File: config.mk
export PLATFORM = sky130hd
export DESIGN_NAME = snake_body_engine
export DESIGN_NICKNAME = d
export VERILOG_FILES = /design/src/rtl/snake_body_engine.sv
export SDC_FILE = /design/constraint.sdc
export NUM_CORES = 1
export LEC_CHECK = 0
export BUFFER_PORTS_ARGS = -buffer_cell sky130_fd_sc_hd__buf_2
export CORE_UTILIZATION = 58
export CTS_BUF_LIST = sky130_fd_sc_hd__clkbuf_16
export DETAILED_ROUTE_END_ITERATION = 12
export PLACE_DENSITY = 0.86
export RECOVER_POWER = 100
export SLEW_MARGIN = 10
export SYNTH_ARGS = -nofsm -noshare
export SYNTH_HDL_FRONTEND = slang
export SYNTH_SLANG_ARGS = --single-unit
File: constraint.sdc
create_clock -name CLK -period 4.35 [get_ports CLK]
set_clock_uncertainty 0.1 [all_clocks]
set_input_delay 0.87 -clock CLK [delete_from_list [all_inputs] [get_ports CLK]]
set_output_delay 0.87 -clock CLK [all_outputs]
set_load 0.005 [all_outputs]
File: src/rtl/snake_body_engine.sv
// Snake body tracker: shift-register segment array advanced on MOVE_TICK, with
// growth, edge handling, reversal rejection, sequential self-collision scan and pixel queries.
module snake_body_engine #(
   parameter int unsigned H_CELLS   = 160,
   parameter int unsigned V_CELLS   = 120,
   parameter int unsigned X_W       = 8,
   parameter int unsigned Y_W       = 7,
   parameter int unsigned MAX_LEN   = 32,
   parameter int unsigned INIT_LEN  = 4,
   parameter int unsigned WRAP_MODE = 0
) (
   input  logic                         CLK,
   input  logic                         RESET,
   input  logic                         START,
   input  logic                         MOVE_TICK,
   input  logic [1:0]                   DIR,
   input  logic [X_W-1:0]               TARGET_X,
   input  logic [Y_W-1:0]               TARGET_Y,
   input  logic [X_W-1:0]               QUERY_X,
   input  logic [Y_W-1:0]               QUERY_Y,
   output logic                         QUERY_HIT,
   output logic                         QUERY_HEAD,
   output logic [X_W-1:0]               HEAD_X,
   output logic [Y_W-1:0]               HEAD_Y,
   output logic [$clog2(MAX_LEN+1)-1:0] LENGTH,
   output logic                         TARGET_REACHED,
   output logic                         HIT_WALL,
   output logic                         HIT_SELF,
   output logic                         ALIVE,
   output logic                         BUSY
);

   localparam int unsigned LEN_W = $clog2(MAX_LEN + 1);
   localparam int unsigned IDX_W = (MAX_LEN > 1) ? $clog2(MAX_LEN) : 1;

   typedef enum logic [2:0] {S_IDLE, S_RUN, S_STEP, S_SCAN, S_COMMIT, S_DEAD} state_e;

   state_e             state_q, state_d;
   logic [X_W-1:0]     seg_x_q [MAX_LEN];
   logic [X_W-1:0]     seg_x_d [MAX_LEN];
   logic [Y_W-1:0]     seg_y_q [MAX_LEN];
   logic [Y_W-1:0]     seg_y_d [MAX_LEN];
   logic [LEN_W-1:0]   len_q, len_d;
   logic [1:0]         heading_q, heading_d;
   logic [X_W-1:0]     next_x_q, next_x_d;
   logic [Y_W-1:0]     next_y_q, next_y_d;
   logic               eat_q, eat_d;
   logic [LEN_W-1:0]   scan_n_q, scan_n_d;
   logic [IDX_W-1:0]   scan_k_q, scan_k_d;
   logic               hit_wall_q, hit_wall_d;
   logic               hit_self_q, hit_self_d;
   logic               tr_q, tr_d;
   logic               qhit_q, qhit_d;
   logic               qhead_q, qhead_d;
   logic               alive_q, alive_d;
   logic               busy_q, busy_d;

   logic [1:0]         hd_sel_c;
   logic [X_W-1:0]     nx_c;
   logic [Y_W-1:0]     ny_c;
   logic               edge_exit_c, wall_c, eat_c, match_c, last_c, start_ok_c;
   logic [LEN_W-1:0]   scan_n_c;

   // Next head cell from the requested heading; a reversal keeps the old heading.
   always_comb begin
      hd_sel_c    = (DIR == (heading_q ^ 2'd2)) ? heading_q : DIR;
      nx_c        = seg_x_q[0];
      ny_c        = seg_y_q[0];
      edge_exit_c = 1'b0;
      case (hd_sel_c)
         2'd0: if (ny_c == '0) begin edge_exit_c = 1'b1; ny_c = Y_W'(V_CELLS - 1); end
               else ny_c = ny_c - Y_W'(1);
         2'd1: if (nx_c == X_W'(H_CELLS - 1)) begin edge_exit_c = 1'b1; nx_c = '0; end
               else nx_c = nx_c + X_W'(1);
         2'd2: if (ny_c == Y_W'(V_CELLS - 1)) begin edge_exit_c = 1'b1; ny_c = '0; end
               else ny_c = ny_c + Y_W'(1);
         default: if (nx_c == '0) begin edge_exit_c = 1'b1; nx_c = X_W'(H_CELLS - 1); end
                  else nx_c = nx_c - X_W'(1);
      endcase
      wall_c     = edge_exit_c && (WRAP_MODE == 0);
      eat_c      = (nx_c == TARGET_X) && (ny_c == TARGET_Y);
      // The tail vacates its cell unless the snake grows, so it is excluded from the scan.
      scan_n_c   = eat_c ? len_q : len_q - LEN_W'(1);
      match_c    = (next_x_q == seg_x_q[scan_k_q]) && (next_y_q == seg_y_q[scan_k_q]);
      last_c     = (LEN_W'(scan_k_q) + LEN_W'(1)) == scan_n_q;
      start_ok_c = START && ((state_q == S_IDLE) || (state_q == S_RUN) || (state_q == S_DEAD));
   end

   // Next-state logic
   always_comb begin
      state_d = state_q;
      case (state_q)
         S_IDLE:   if (START) state_d = S_RUN;
         S_RUN:    if (START) state_d = S_RUN;
                   else if (MOVE_TICK) state_d = S_STEP;
         S_STEP:   if (wall_c) state_d = S_DEAD;
                   else if (scan_n_c == '0) state_d = S_COMMIT;
                   else state_d = S_SCAN;
         S_SCAN:   if (match_c) state_d = S_DEAD;
                   else if (last_c) state_d = S_COMMIT;
         S_COMMIT: state_d = S_RUN;
         S_DEAD:   if (START) state_d = S_RUN;
         default:  state_d = S_IDLE;
      endcase
   end

   // Datapath and output next values
   always_comb begin
      seg_x_d    = seg_x_q;
      seg_y_d    = seg_y_q;
      len_d      = len_q;
      heading_d  = heading_q;
      next_x_d   = next_x_q;
      next_y_d   = next_y_q;
      eat_d      = eat_q;
      scan_n_d   = scan_n_q;
      scan_k_d   = scan_k_q;
      hit_wall_d = hit_wall_q;
      hit_self_d = hit_self_q;
      tr_d       = 1'b0;
      qhit_d     = 1'b0;
      qhead_d    = 1'b0;

      if (start_ok_c) begin
         for (int i = 0; i < int'(MAX_LEN); i++) begin
            seg_x_d[i] = (i < int'(INIT_LEN)) ? X_W'(int'(H_CELLS / 2) - i) : '0;
            seg_y_d[i] = (i < int'(INIT_LEN)) ? Y_W'(V_CELLS / 2) : '0;
         end
         len_d      = LEN_W'(INIT_LEN);
         heading_d  = 2'd1;
         hit_wall_d = 1'b0;
         hit_self_d = 1'b0;
      end

      case (state_q)
         S_STEP: begin
            heading_d = hd_sel_c;
            if (wall_c) hit_wall_d = 1'b1;
            next_x_d = nx_c;
            next_y_d = ny_c;
            eat_d    = eat_c;
            scan_n_d = scan_n_c;
            scan_k_d = '0;
         end
         S_SCAN: begin
            if (match_c) hit_self_d = 1'b1;
            else scan_k_d = scan_k_q + IDX_W'(1);
         end
         S_COMMIT: begin
            for (int i = 1; i < int'(MAX_LEN); i++) begin
               seg_x_d[i] = seg_x_q[i-1];
               seg_y_d[i] = seg_y_q[i-1];
            end
            seg_x_d[0] = next_x_q;
            seg_y_d[0] = next_y_q;
            if (eat_q) begin
               tr_d = 1'b1;
               if (len_q < LEN_W'(MAX_LEN)) len_d = len_q + LEN_W'(1);
            end
         end
         default: ;
      endcase

      // Pixel query over the currently valid segments
      if (state_q != S_IDLE) begin
         for (int i = 0; i < int'(MAX_LEN); i++) begin
            if ((LEN_W'(i) < len_q) && (seg_x_q[i] == QUERY_X) && (seg_y_q[i] == QUERY_Y))
               qhit_d = 1'b1;
         end
         qhead_d = (len_q != '0) && (seg_x_q[0] == QUERY_X) && (seg_y_q[0] == QUERY_Y);
      end

      alive_d = (state_d == S_RUN) || (state_d == S_STEP) ||
                (state_d == S_SCAN) || (state_d == S_COMMIT);
      busy_d  = (state_d == S_STEP) || (state_d == S_SCAN) || (state_d == S_COMMIT);
   end

   always_ff @(posedge CLK or negedge RESET) begin
      if (!RESET) begin
         state_q <= S_IDLE;
         for (int i = 0; i < int'(MAX_LEN); i++) begin
            seg_x_q[i] <= '0;
            seg_y_q[i] <= '0;
         end
         len_q      <= '0;
         heading_q  <= 2'd1;
         next_x_q   <= '0;
         next_y_q   <= '0;
         eat_q      <= 1'b0;
         scan_n_q   <= '0;
         scan_k_q   <= '0;
         hit_wall_q <= 1'b0;
         hit_self_q <= 1'b0;
         tr_q       <= 1'b0;
         qhit_q     <= 1'b0;
         qhead_q    <= 1'b0;
         alive_q    <= 1'b0;
         busy_q     <= 1'b0;
      end else begin
         state_q    <= state_d;
         seg_x_q    <= seg_x_d;
         seg_y_q    <= seg_y_d;
         len_q      <= len_d;
         heading_q  <= heading_d;
         next_x_q   <= next_x_d;
         next_y_q   <= next_y_d;
         eat_q      <= eat_d;
         scan_n_q   <= scan_n_d;
         scan_k_q   <= scan_k_d;
         hit_wall_q <= hit_wall_d;
         hit_self_q <= hit_self_d;
         tr_q       <= tr_d;
         qhit_q     <= qhit_d;
         qhead_q    <= qhead_d;
         alive_q    <= alive_d;
         busy_q     <= busy_d;
      end
   end

   assign QUERY_HIT      = qhit_q;
   assign QUERY_HEAD     = qhead_q;
   assign HEAD_X         = seg_x_q[0];
   assign HEAD_Y         = seg_y_q[0];
   assign LENGTH         = len_q;
   assign TARGET_REACHED = tr_q;
   assign HIT_WALL       = hit_wall_q;
   assign HIT_SELF       = hit_self_q;
   assign ALIVE          = alive_q;
   assign BUSY           = busy_q;

endmodule

Word level (Yosys, flattened, before mapping)
Cells that the tools add are included.
- logic and storage cells: 377
- input port bits: 36
- output and inout bits: 28
- flip-flop bits (word level): 525
- $add $sub $neg: 8
- order comparisons: 34
- equality and inequality tests: 84
- multiplexer cells: 81
- reduce and logical (&&, ||, !) cells: 89
- bitwise gates (word level): 2
- operators with widths (operator ; number):
    $mux W256 ; 2
    $mux W224 ; 2
    $eq A8 B8 Y1 ; 34
    $eq A7 B7 Y1 ; 34
    $lt A5 B6 Y1 const A ; 16
    $logic_and A1 B1 Y1 ; 69
    $lt A4 B6 Y1 const A ; 8
    $mux W1 ; 46
    $bmux W8 S5 ; 1
    $bmux W7 S5 ; 1
    $mux W8 ; 4
    $mux W6 ; 5
    $mux W7 ; 4
    $lt A3 B6 Y1 const A ; 4
    $mux W3 ; 7
    $pmux W8 S2 ; 1
    $pmux W3 S5 ; 1
    $pmux W7 S2 ; 1
    $eq A3 B2 Y1 const B ; 4
    $lt A1 B6 Y1 const A ; 2
    $lt A2 B6 Y1 const A ; 2
    $pmux W5 S2 ; 1
    $eq A3 B3 Y1 const B ; 3
    $add A8 B1 Y8 const B ; 1
    33 further kinds ; 45

Logic depth before layout (Yosys ltp)
- depth in word-level cells: 36
- mapped depth: 16
- gate-level depth less buffers: 12

Worst setup path before layout
OpenSTA, ideal clock, no wires.
- path type: register to register
- start: register seg_y_q (netlist bit HEAD_Y[0])
- end: register busy_q (netlist: BUSY)
- data required time: 4.121 ns
- path buffers: 1
- period minus slack after synthesis: 4.386 ns
- stages on the path, launching flop included: 14
- data arrival time: 4.157 ns
- path slack: -0.036 ns
- setup time: 0.129 ns
- cell sequence: dfrtp_1 -> inv_1 -> ha_1 -> or4b_2 -> nor3_1 -> a21oi_1 -> o21ai_0 -> xor2_1 -> or4_4 -> or4_1 -> buf_6 -> a21o_1 -> a211o_1 -> a2111o_1
- word-level cells in the longest chain between the ends: 13
- elaborated cells between the ends (all ways): 28
- classes of those cells: 2 x add/sub; 6 x eq/ne; 14 x mux; 6 x reduce/logical
- ends and longest elaborated chain (item ; line ; source):
    start, declared ; 41 ; logic [Y_W-1:0] seg_y_q [MAX_LEN];
    start signal, assigned ; 202 ; seg_y_q <= seg_y_d;
    $add A7 B1 Y7, or another cell as far along ; 76 ; else ny_c = ny_c + Y_W'(1);
    $mux W7 (on tied branches) ; 75, 71 ;
    $pmux W7 S2 ; 70 ; case (hd_sel_c)
    $eq A7 B7 Y1 ; 81 ; eat_c = (nx_c == TARGET_X) && (ny_c == TARGET_Y);
    $logic_and A1 B1 Y1 ; 81 ;
    $mux W6 ; 83 ; scan_n_c = eat_c ? len_q : len_q - LEN_W'(1);
    $logic_not A6 Y1 ; 97 ; else if (scan_n_c == '0) state_d = S_COMMIT;
    $mux W3 ; 97 ;
    $mux W3 ; 96 ; S_STEP: if (wall_c) state_d = S_DEAD;
    $pmux W3 S5 (*) ; 92 ; case (state_q)
    via state_d[2] ; 38 ; state_e state_q, state_d;
    $eq A3 B2 Y1 ; 175 ; busy_d = (state_d == S_STEP) || (state_d == S_SCAN) || (state_d == S_COMMIT);
    $logic_or A1 B1 Y1 ; 175 ;
    $logic_or A1 B1 Y1 (*) ; 175 ;
    via busy_d ; 56 ; logic busy_q, busy_d;
    end signal, assigned ; 216 ; busy_q <= busy_d;
    end, declared ; 56 ;
Mark *: on every way through the listed nets, which the timed path passes. The rest lies on a longest branch. The select of a mux whose other input is x is not followed.
A chain may end at the register's enable or synchronous reset.

Final worst setup path
- start: register scan_k_q[4]
- end: register alive_q (netlist: ALIVE)
- word-level cells in the longest chain between the ends: 12
- elaborated cells between the ends (all ways): 22
- classes of those cells: 1 x add/sub; 7 x eq/ne; 9 x mux; 1 x bitwise; 4 x reduce/logical
- ends and longest elaborated chain (item ; line ; source):
    start, declared ; 49 ; logic [IDX_W-1:0] scan_k_q, scan_k_d;
    start signal, assigned ; 209 ; scan_k_q <= scan_k_d;
    $not A5 Y6 (not written as such) ; 84 ; match_c = (next_x_q == seg_x_q[scan_k_q]) && (next_y_q == seg_y_q[scan_k_q]);
    $bmux W8 S5 / $bmux W7 S5 (equally long branches) ; 84 ;
    $mux W8 (not written as such) / $mux W7 (equally long branches) (2 in series) ; 84 ;
    $eq A8 B8 Y1 / $eq A7 B7 Y1 (equally long branches) ; 84 ;
    $logic_and A1 B1 Y1 ; 84 ;
    $mux W3 (*) ; 99 ; S_SCAN: if (match_c) state_d = S_DEAD;
    $pmux W3 S5 (*) ; 92 ;
    via state_d[2] ; 38 ;
    $eq A3 B1 Y1 / $eq A3 B2 Y1 (equally long branches) ; 173 ; alive_d = (state_d == S_RUN) || (state_d == S_STEP) ||
    $logic_or A1 B1 Y1 (2 in series) ; 173 ;
    $logic_or A1 B1 Y1 (*) ; 174 ; (state_d == S_SCAN) || (state_d == S_COMMIT);
    via alive_d ; 55 ; logic alive_q, alive_d;
    end signal, assigned ; 215 ; alive_q <= alive_d;
    end, declared ; 55 ;
Marks and branches as above.

==> summary.md <==
| Metric | Value |
|---|---|
| CTS tree | `done` |
| CP Capture Type | `flip-flop` |
| Synthesized flop and latch total | `525` |
| Post-CTS Hold Buffers | `0` |
| Fmax | `236 MHz` |
| Filler cell count | `roughly 3,900` |
| Area after DPL | `between 0.03 and 0.04 sq mm` |
| Final non-filler cell area | `about 0.034 sq mm` |
| Post-route DRC | `0` |
| CTS root buf | `clkbuf_16` |
| I/O pins | `64` |
| Synth cell count leaders | `dfrtp_1, a22o_1, xnor2_1` |
| Ys async rst share | `1.00` |
| Fin. max-slew vios | `559` |
| Initial DRC count | `~4,000` |
| Die Y-Extent | `roughly 230 um` |
| Sequential fraction of the synthesis area | `0.433` |
| Worst Hold End | `eat_q$_DFFE_PN0P_` |
| Synth top area share | `0.432` |
| Sink Count | `~530` |
| Worst-Margin Slew | `about 3600 ps` |
| Die width | `around 230 um` |
| # nets final | `2,817` |
| Initial antenna violation count | `2` |
| Clock Power Share | `0.305` |
| Clock slew at reported path FFs | `60 ps` |
| WL final | `108 mm` |
| Routed length per placed instance | `31.0 um` |
| Critical path startpoint category | `flip-flop` |
| Met2 GRT Util | `0.610` |
| Time the worst path needs with I/O delays and setup | `4240 ps` |
| Clock buffer depth | `3` |
| Seq pwr share | `0.362` |
| Worst r2r dst | `ALIVE$_DFF_PN0_` |
| Core area | `between 0.05 and 0.06 sq mm` |
| H-tree Lvls | `2` |
| Dominant cells by area after synthesis | `dfrtp_1, a22o_1, xnor2_1` |
| Reg2Reg Depth | `10` |
| EDFF count, synth | `0` |
| GR peak layer | `met2` |
| Netlist cell types | `slightly below 80` |
| Routability cong. | `~1.0` |
| Met1 Resource Use GR | `0.551` |
| Final Hold Viols | `0` |
| Worst Path Max Fanout | `14` |
| Reg2Reg Launch Point | `scan_k_q[4]$_DFFE_PN0P_` |
| Hold path depth | `2` |
| HPWL Detailed | `around 76 mm` |
| Worst-Skew Late Latency | `640 ps` |
| Post-route clock period utilization | `0.974` |
| Initial Utilization | `0.589` |
| Total Routing Usage GR | `0.410` |
| RSZ-0062 raised after global routing | `no` |
| GR Util met3 | `0.107` |
| Mean post-synth cell area | `about 11 sq um` |
| Vias in the first global route | `~25,000` |
| Rows | `a little over 80` |
| Die area | `0.0532 sq mm` |
| Hold crit path type | `flip-flop to flip-flop` |
| Syn_nets | `around 2,800` |
| Synth area leader | `dfrtp_1` |
| Final setup TNS | `0 ps` |
| Internal cell power | `9.43 mW` |
| Leakage Power | `around 15 nW` |
| Port-buffer cells | `63` |
| Cell count after synthesis | `~2,800` |
| CP arrival | `about 4700 ps` |
| DR vias/cell | `between 7 and 8` |
| Failing checks | `max-capacitance violations, max-slew violations` |
| Final global-route overflow total | `0` |
| Hold path start | `eat_q$_DFFE_PN0P_` |
| Antenna Nets Post-Route | `0` |
| Pin count of the biggest net entering global routing | `247` |
| First-pass GRT wire length | `around 160 mm` |
| Status | `complete, but fails checks` |
| Required time of the critical path | `between 4000 and 5000 ps` |
| Count leader, synth | `dfrtp_1` |
| # setup viols final | `0` |
| R2R Setup Slk | `110 ps` |
| Syn. warnings | `0` |
| Vias | `approximately 26,000` |
| Comb pwr share | `0.332` |
| DR pass1 iterations | `5` |
| Peak VDD IR | `0.000366 V` |
| Layout cell share with drive strength beyond 1 | `0.139` |
| Sw Pwr | `5.73 mW` |
| Layout area overhead | `10.8%` |
| Relative slew slack | `-1.39` |
| Pwr dens | `~450 mW/mm^2` |
| Mapped cell area | `~0.03 sq mm` |
| CTS Buf Count | `55` |
| Sw Share | `0.378` |
| Main synth FF type | `dfrtp_1` |
| Max-cap violations | `5` |
| Crit Path Category | `flip-flop to flip-flop` |
flip-flops by register name, summed over array words and instances (netlist names):
register	flops
scan_k_q	5
BUSY	1
ALIVE	1
seg_y_q	217
HEAD_X	8
seg_x_q	248
LENGTH	6
TARGET_REACHED	1
QUERY_HEAD	1
next_x_q	8
state_q	3
eat_q	1
next_y_q	7
scan_n_q	6
HIT_SELF	1
HIT_WALL	1
QUERY_HIT	1
heading_q	2
HEAD_Y	7
routing by layer:
layer / wire length [um] / part of all wire / up-vias
li1: - / - / 10300
met1: 40400 / 0.37 / 12900
met2: 47500 / 0.44 / 1974
met3: 13200 / 0.12 / 435
met4: 7230 / 0.067 / 2
met5: 13 / 0.00012 / -
cells in the final DEF (no fill, tap or decap), drive strengths merged, types with 6 or more instances in the layout:
cell type and instances:
mux4 71, clkinv 24, nand2 93, mux2 9, a21oi 40, xor2 256, o22ai 10, a221oi 8
clkbuf 75, a2111oi 7, o211ai 12, a22o 440, inv 33, o2111ai 7, ha 10, mux2i 113
nand3 68, xnor2 262, nand4 85, nor2b 16, or3 10, a31oi 14, nor2 59, a22oi 40
dfrtp 524, a21o 6, or4 10, and3 6, nand2b 14, nor4 71, o22a 27, buf 205
o31ai 11, nor3 39, a211oi 6, o21ai 59, and2 8
worst max path at each step:
stage / from / end / slack [ps] / cells past startpoint
floorplan: HEAD_Y[0]$_DFFE_PN0P_ / BUSY$_DFF_PN0_ / 70 / 13
global placement: HEAD_Y[0]$_DFFE_PN0P_ / BUSY$_DFF_PN0_ / 20 / 13
detailed placement: HEAD_Y[0]$_DFFE_PN0P_ / BUSY$_DFF_PN0_ / -140 / 13
CTS: scan_k_q[0]$_DFFE_PN0P_ / ALIVE$_DFF_PN0_ / 40 / 12
global route: HEAD_X[1]$_DFFE_PN0P_ / BUSY$_DFF_PN0_ / 5 / 13
finish: scan_k_q[4]$_DFFE_PN0P_ / ALIVE$_DFF_PN0_ / 110 / 10
logic make-up (layout without fill, tap and decap cells):
group,after synthesis,after routing,share of synthesized area
AOI/OAI and AO/OA,719,719,0.191
xor gates and xnor gates,518,518,0.150
adders and majority gates,10,10,0.00412
buffers and inverters,293,346,0.0399
DFF,525,525,0.433
muxes,193,193,0.0934
other,0,1,0
and+or+nand+nor,500,500,0.0887
worst max-delay path, cell delays in order (launching register included):
cell	delay, ps
dfrtp_1	660
nor2b_1	700
nand3_1	480
nand4_1	350
xor2_1	180
or3_1	420
a2111o_1	400
o31ai_1	410
a211o_1	190
buf_4	120
xnor2_1	110
per-stage QoR:
step | hold WS (ps) | setup slack [ps] | cells | power (mW) | util
6_report | 389 | 114 | 3492 | 15.2 | 0.653
5_1_grt | 401 | 5.06 | 3491 | 15.6 | 0.653
4_1_cts | 132 | 43.7 | 3489 | 14.9 | 0.654
3_5_place_dp | 370 | -139 | 3391 | 10.4 | 0.620
3_3_place_gp | 363 | 24.1 | 3391 | 10.3 | 0.620
2_1_floorplan | 342 | 70.8 | 2758 | 8.61 | -
layout make-up:
| class | instances | area [sq um] | share of cell area |
|---|---|---|---|
| Multi-Input combinational cell | 1940 | 16000 | 0.477 |
| Sequential cell | 525 | 13200 | 0.391 |
| Timing Repair Buffer | 226 | 1780 | 0.0529 |
| Clock buffer | 55 | 1380 | 0.0409 |
| Tap cell | 680 | 851 | 0.0253 |
| Clock inverter | 42 | 338 | 0.0101 |
| Inverter | 23 | 86.3 | 0.00257 |
| Antenna cell | 1 | 2.50 | 0.0000744 |
power by group through the flow:
stage          Clock [mW]  Sequential [mW]  Combinational, mW
2_1_floorplan           0             5.32               3.29
3_3_place_gp            0             5.57               4.72
3_5_place_dp            0             5.58               4.80
4_1_cts              4.62             5.50               4.83
5_1_grt              4.82             5.51               5.27
6_report             4.62             5.49               5.04
repair_timing:
item,CTS,global route
pin swaps,1,0
setup buffers,1,2
resized for setup,3,5
setup endpoints to repair,2,3
gates cloned,0,0
Power figures use the tool's default switching activity.
